--- src/rtl/layer_pkg.sv ---
// Shared definitions for the layer sequencer: FSM state encoding and timestep index width.
package layer_pkg;

    localparam logic [2:0] ST_IDLE       = 3'd0;
    localparam logic [2:0] ST_LAUNCH     = 3'd1;
    localparam logic [2:0] ST_WAIT_GATES = 3'd2;
    localparam logic [2:0] ST_ELEM       = 3'd3;
    localparam logic [2:0] ST_WAIT_ELEM  = 3'd4;
    localparam logic [2:0] ST_COMMIT     = 3'd5;
    localparam logic [2:0] ST_DONE       = 3'd6;

    typedef enum logic [2:0] {
        StIdle      = ST_IDLE,
        StLaunch    = ST_LAUNCH,
        StWaitGates = ST_WAIT_GATES,
        StElem      = ST_ELEM,
        StWaitElem  = ST_WAIT_ELEM,
        StCommit    = ST_COMMIT,
        StDone      = ST_DONE
    } state_e;

    // A single-step sequence still needs a one-bit index.
    function automatic int unsigned ts_width(input int unsigned seq_len);
        return (seq_len > 1) ? $clog2(seq_len) : 1;
    endfunction

endpackage

--- src/rtl/sched_watchdog.sv ---
// Wait-state watchdog for layer_sched; only built with LAYER_SCHED_TIMEOUT_EN defined.
`ifdef LAYER_SCHED_TIMEOUT_EN
module sched_watchdog #(
    parameter int unsigned TIMEOUT_CYC = 1024
) (
    input  logic i_clk,
    input  logic i_rst_n,
    input  logic i_active,
    output logic o_expire
);

    localparam int unsigned CW = $clog2(TIMEOUT_CYC + 1);

    logic [CW-1:0] r_cnt;

    // Dropping i_active between the two wait states restarts the count on entry.
    always_ff @(posedge i_clk or negedge i_rst_n) begin
        if (!i_rst_n) begin
            r_cnt <= '0;
        end else if (!i_active || o_expire) begin
            r_cnt <= '0;
        end else begin
            r_cnt <= r_cnt + 1'b1;
        end
    end

    assign o_expire = i_active && (r_cnt == CW'(TIMEOUT_CYC - 1));

endmodule
`endif

--- src/rtl/layer_sched.sv ---
// Per-timestep sequencer: launch gates, collect ready pulses, run element unit, commit h.
// Optional watchdog and o_error port enabled by defining LAYER_SCHED_TIMEOUT_EN.
module layer_sched
    import layer_pkg::*;
#(
    parameter int unsigned NUM_GATES   = 4,
    parameter int unsigned SEQ_LEN     = 16,
    parameter int unsigned TIMEOUT_CYC = 1024
) (
    input  logic                          i_clk,
    input  logic                          i_rst_n,
    input  logic                          i_start,
    input  logic [NUM_GATES-1:0]          i_gate_ready,
    input  logic                          i_elem_done,
    output logic                          o_begin_calc,
    output logic                          o_begin_elem,
    output logic                          o_h_latch,
    output logic [ts_width(SEQ_LEN)-1:0]  o_time_step,
    output logic                          o_busy,
    output logic                          o_seq_done
`ifdef LAYER_SCHED_TIMEOUT_EN
    ,
    output logic                          o_error
`endif
);

    localparam int unsigned          TSW       = ts_width(SEQ_LEN);
    localparam logic [TSW-1:0]       LAST_TS   = TSW'(SEQ_LEN - 1);
    localparam logic [NUM_GATES-1:0] ALL_GATES = '1;

    state_e               r_state, w_state_next;
    logic [TSW-1:0]       r_ts, w_ts_next;
    logic [NUM_GATES-1:0] r_mask, w_mask_next;
    logic                 w_expire;
    logic                 w_waiting;

    always_ff @(posedge i_clk or negedge i_rst_n) begin
        if (!i_rst_n) begin
            r_state <= StIdle;
            r_ts    <= '0;
            r_mask  <= '0;
        end else begin
            r_state <= w_state_next;
            r_ts    <= w_ts_next;
            r_mask  <= w_mask_next;
        end
    end

    always_comb begin
        w_state_next = r_state;
        w_ts_next    = r_ts;
        w_mask_next  = r_mask;
        unique case (r_state)
            StIdle: begin
                if (i_start) begin
                    w_state_next = StLaunch;
                    w_ts_next    = '0;
                end
            end
            StLaunch: begin
                w_mask_next  = '0;
                w_state_next = StWaitGates;
            end
            StWaitGates: begin
                w_mask_next = r_mask | i_gate_ready;
                if ((r_mask | i_gate_ready) == ALL_GATES) begin
                    w_state_next = StElem;
                end else if (w_expire) begin
                    w_state_next = StIdle;
                end
            end
            StElem: w_state_next = StWaitElem;
            StWaitElem: begin
                if (i_elem_done) begin
                    w_state_next = StCommit;
                end else if (w_expire) begin
                    w_state_next = StIdle;
                end
            end
            StCommit: begin
                if (r_ts == LAST_TS) begin
                    w_state_next = StDone;
                end else begin
                    w_ts_next    = r_ts + 1'b1;
                    w_state_next = StLaunch;
                end
            end
            StDone:  w_state_next = StIdle;
            default: w_state_next = StIdle;
        endcase
    end

    assign w_waiting    = (r_state == StWaitGates) || (r_state == StWaitElem);
    assign o_begin_calc = (r_state == StLaunch);
    assign o_begin_elem = (r_state == StElem);
    assign o_h_latch    = (r_state == StCommit);
    assign o_seq_done   = (r_state == StDone);
    assign o_busy       = (r_state != StIdle);
    assign o_time_step  = r_ts;

`ifdef LAYER_SCHED_TIMEOUT_EN
    logic r_error;

    sched_watchdog #(
        .TIMEOUT_CYC(TIMEOUT_CYC)
    ) u_watchdog (
        .i_clk    (i_clk),
        .i_rst_n  (i_rst_n),
        .i_active (w_waiting),
        .o_expire (w_expire)
    );

    // Only a real abort sets the flag; a wait that completes on its last cycle does not.
    always_ff @(posedge i_clk or negedge i_rst_n) begin
        if (!i_rst_n) begin
            r_error <= 1'b0;
        end else if ((r_state == StIdle) && i_start) begin
            r_error <= 1'b0;
        end else if (w_expire && (w_state_next == StIdle)) begin
            r_error <= 1'b1;
        end
    end

    assign o_error = r_error;
`else
    logic w_unused_timeout;

    assign w_expire         = 1'b0;
    assign w_unused_timeout = w_waiting ^ (TIMEOUT_CYC == 0);
`endif

endmodule

--- config.mk ---
export PLATFORM = sky130hd
export DESIGN_NAME = layer_sched
export DESIGN_NICKNAME = d
export VERILOG_FILES = /design/src/rtl/layer_pkg.sv /design/src/rtl/sched_watchdog.sv /design/src/rtl/layer_sched.sv
export SDC_FILE = /design/constraint.sdc
export NUM_CORES = 1
export LEC_CHECK = 0
export CORE_AREA = 10 10 49 51
export CTS_BUF_LIST = sky130_fd_sc_hd__clkbuf_8
export DETAILED_ROUTE_END_ITERATION = 7
export DIE_AREA = 0 0 59 61
export PLACE_DENSITY = 0.72
export SLEW_MARGIN = 20
export SYNTH_ARGS = -nofsm -noshare
export SYNTH_HDL_FRONTEND = slang
export SYNTH_SLANG_ARGS = --single-unit
--- constraint.sdc ---
create_clock -name i_clk -period 1.25 [get_ports i_clk]
set_input_delay 0.125 -clock i_clk [delete_from_list [all_inputs] [get_ports i_clk]]
set_output_delay 0.125 -clock i_clk [all_outputs]
set_load 0.05 [all_outputs]
==> impl_table.tex <==
\begin{tabular}{lr}
\hline
Metric & Value \\
\hline
\multicolumn{2}{l}{\textbf{STA}} \\
Clock period minus final worst setup slack & 1.531 ns \\
Setup slack of the critical path after layout & -0.2809 ns \\
Fin Setup TNS & -1.996 ns \\
Worst max-slew margin expressed relative to the limit & 83.42\% \\
Hold slack final & 0.1826 ns \\
Number of endpoints failing setup at the final stage & 12 \\
Final period util & 122.5\% \\
Final max-slew violation count & 0 \\
Worst Max-Slew Pin Slew & 0.2480 ns \\
Final Hold Fails & 0 \\
Layout Skew & 0.01079 ns \\
Max Clk Rate & 653.2 MHz \\
Unrepaired setup endpoints after global routing & yes \\
\multicolumn{2}{l}{\textbf{Critical path}} \\
Highest net fanout along the worst path & 2 \\
CP Cell Sequence & buf\_6 -> or4b\_4 -> a21boi\_4 -> a32o\_1 \\
CP Launch Type & register \\
Slowest cell delay on critical path & 0.47 ns \\
Critical path launch point & r\_state[1] \\
Reg-to-reg critical path endpoint & o\_time\_step[1] \\
Worst Setup End Kind & register \\
CP max-delay cell & sky130\_fd\_sc\_hd\_\_or4b\_4 \\
Slack of the worst reg-to-reg path & -0.28 ns \\
Cell type group with the largest total delay on the critical path & simple AND/OR/NAND/NOR gates \\
Required @ worst endpoint & 1.36 ns \\
Buffers plus inverters on the worst setup path & 1 \\
Startpoint of the most critical register-to-register path & r\_state[1] \\
Arrival time of data at the critical path endpoint & 1.64 ns \\
Crit. path cell count & 4 \\
Logic depth of the worst register-to-register path & 4 \\
WS Path Type & register to register \\
Destination of the critical timing path & o\_time\_step[1] \\
\multicolumn{2}{l}{\textbf{Clock network}} \\
Clk slew on worst S/H paths & 0.06 ns \\
TritonCTS clock tree & yes \\
Maximum buffer depth of the clock tree & 2 \\
Count of clock tree sinks & 11 \\
Number of buffers added by the clock tree synthesis step & 3 \\
Clk Latency, worst-skew pair & 0.24 ns \\
CTS Root Cell & sky130\_fd\_sc\_hd\_\_clkbuf\_8 \\
Clock H-tree levels & 1 \\
\multicolumn{2}{l}{\textbf{Drt}} \\
Total DRC errors in the routed layout & 0 \\
Sum of routed wire segments on met1 & 844 um \\
First-pass iteration count of the detailed router & 4 \\
Routed length on met2 & 1166 um \\
Total wire length after detailed routing & 2190 um \\
Highest metal layer with signal wires & met4 \\
Post-route antenna net violation count & 0 \\
Met3 Routed Length & 169 um \\
Routed length per placed instance & 19.04 um \\
Vias per inst & 5.661 \\
Total number of vias & 651 \\
Initial DRC Count & 16 \\
\multicolumn{2}{l}{\textbf{Logic synthesis}} \\
Number of instances in the synthesized netlist & 59 \\
Post-synthesis register bit count & 11 \\
Synthesized area divided by synthesized cell count & 10.14 um\^{}2 \\
Synth Flop Type & sky130\_fd\_sc\_hd\_\_dfrtp\_1 \\
Fraction of post-synthesis cell area in the top cell type by area & 46.03\% \\
Netlist cell types & 28 \\
Post-synthesis sequential area ratio & 46.03\% \\
Post-synth top area cell & sky130\_fd\_sc\_hd\_\_dfrtp\_1 \\
Post-synthesis async set-or-reset flop share & 100.0\% \\
Count of flip-flops with a built-in enable after synthesis & 0 \\
Biggest area contributors in the synthesized netlist & sky130\_fd\_sc\_hd\_\_dfrtp\_1 46\%, sky130\_fd\_sc\_hd\_\_a21o\_1 7.5\%, sky130\_fd\_sc\_hd\_\_a22o\_1 5.9\% \\
Net count after synthesis & 68 \\
Synth Warn \# & 0 \\
Post-synthesis cell area & 598.1 um\^{}2 \\
\multicolumn{2}{l}{\textbf{Die}} \\
Placement Rows & 14 \\
Die Outline Area & 3599 um\^{}2 \\
Core Area & 1471 um\^{}2 \\
Initial Util & 40.65\% \\
Die boundary width & 59 um \\
Die H & 61 um \\
Num ports & 17 \\
\multicolumn{2}{l}{\textbf{Pwr}} \\
Power, Total & 3.134 mW \\
Total power density per cell area & 2587 nW/um\^{}2 \\
IR Drop Worst-Case VDD & 2.519 mV \\
Static leakage power & 0.5679 nW \\
\multicolumn{2}{l}{\textbf{Global route}} \\
Gr ovfl total & 0 \\
Overall Global Routing Usage & 9.987\% \\
Initial antenna violation count & 0 \\
First-pass GRT wire length & 2911 um \\
Number of global-route vias before repair & 670 \\
Largest net degree at the start of global routing & 13 \\
\multicolumn{2}{l}{\textbf{Finish}} \\
Final antenna diode count & 0 \\
Post-layout net count & 109 \\
Layout overhead on the synthesized area & 102.5\% \\
\# fillers & 78 \\
Share of post-route cells with drive strength above 1 & 53.54\% \\
\multicolumn{2}{l}{\textbf{Placed design}} \\
Setup slack after placement & -0.3025 ns \\
Estimated wirelength of the detail-placed design & 1234 um \\
Port Buf Inserts & 16 \\
Final weighted congestion of routability-driven global placement & 0.7714 \\
\multicolumn{2}{l}{\textbf{Job}} \\
Number of max-cap violations & 0 \\
\multicolumn{2}{l}{\textbf{Outcome}} \\
Violated checks & negative setup slack \\
Status & complete, but fails checks \\
\multicolumn{2}{l}{\textbf{Hold path}} \\
Hold/Removal Path Class & primary input to asynchronous set/reset pin \\
\hline
\end{tabular}
placed cells by master (no fill, tap or decap), types with 2 or more instances in the layout:
cell type,count
sky130_fd_sc_hd__a21o_1,6
sky130_fd_sc_hd__a22o_1,4
sky130_fd_sc_hd__buf_12,8
sky130_fd_sc_hd__buf_4,12
sky130_fd_sc_hd__buf_6,11
sky130_fd_sc_hd__clkbuf_8,3
sky130_fd_sc_hd__clkdlybuf4s50_1,7
sky130_fd_sc_hd__dfrtp_1,8
sky130_fd_sc_hd__dfrtp_2,3
sky130_fd_sc_hd__mux2i_1,2
sky130_fd_sc_hd__nand2_1,3
sky130_fd_sc_hd__nand3_1,3
sky130_fd_sc_hd__nor2_4,2
sky130_fd_sc_hd__o22ai_1,3
metal layers:
metal	track usage [%]	vias up
met5	0	-
met4	3.607	0
met3	5.010	2
met2	16.67	28
met1	10.68	323
li1	-	298
where the power goes:
group,internal (mW),leakage [nW],switching (mW)
Clock,0.216,0.0269,0.138
Combinational,1.17,0.407,0.982
Sequential,0.499,0.134,0.133
timing repair:
item	in CTS	in global routing
hold buffers	0	0
pin swaps	4	9
gates resized for setup	10	18
endpoints found under the setup margin	10	15
buffers inserted	7	4
layout make-up:
cell class	instances	area [um^2]	area share, %
inverters	1	6.256	0.5165
clock inverters	1	3.754	0.3099
clock buffers	3	41.29	3.409
flip-flops and latches	11	279.0	23.04
multi-input cells	44	401.6	33.16
repair buffers	39	459.2	37.91
well taps	16	20.02	1.653
worst min path at each step:
stage,start,end,slack [ns]
after floorplan,i_rst_n,o_time_step[0],-0.17
after global placement,i_rst_n,r_state[2],0.44
after detailed placement,i_rst_n,r_state[1],0.43
after CTS,i_rst_n,o_time_step[0],0.20
after global routing,i_rst_n,o_time_step[0],0.21
final,i_rst_n,o_time_step[0],0.18
cell usage after synthesis (2+ instances only):
cell / number
sky130_fd_sc_hd__a21o_1: 6
sky130_fd_sc_hd__a22o_1: 4
sky130_fd_sc_hd__clkbuf_1: 2
sky130_fd_sc_hd__dfrtp_1: 11
sky130_fd_sc_hd__mux2i_1: 2
sky130_fd_sc_hd__nand2_1: 3
sky130_fd_sc_hd__nand3_1: 3
sky130_fd_sc_hd__nor2_1: 3
sky130_fd_sc_hd__nor3_1: 3
sky130_fd_sc_hd__nor3b_1: 2
sky130_fd_sc_hd__o22ai_1: 3
logic make-up after synthesis:
group	count (synthesis)	synth area share [%]
XOR/XNOR	1	1.465
buffers and inverters	4	2.719
multiplexers	2	3.347
adder cells (fa/ha/maj)	1	2.092
AND/OR/NAND/NOR	22	21.55
flip-flops	11	46.02
AO/OA/AOI/OAI	18	22.80
per-stage QoR:
stage / instances / util, % / area [um^2]
floorplan: 59 / - / 630.6
global placement: 100 / 65.65 / 965.9
detailed placement: 100 / 65.65 / 965.9
CTS: 111 / 75.00 / 1104
global route: 115 / 82.31 / 1211
finish: 115 / 82.31 / 1211
registers in the layout, summed over array words and instances (netlist names):
register / cells
o_time_step: 4
r_mask: 4
r_state: 3
(Power assumes the default switching activity.)
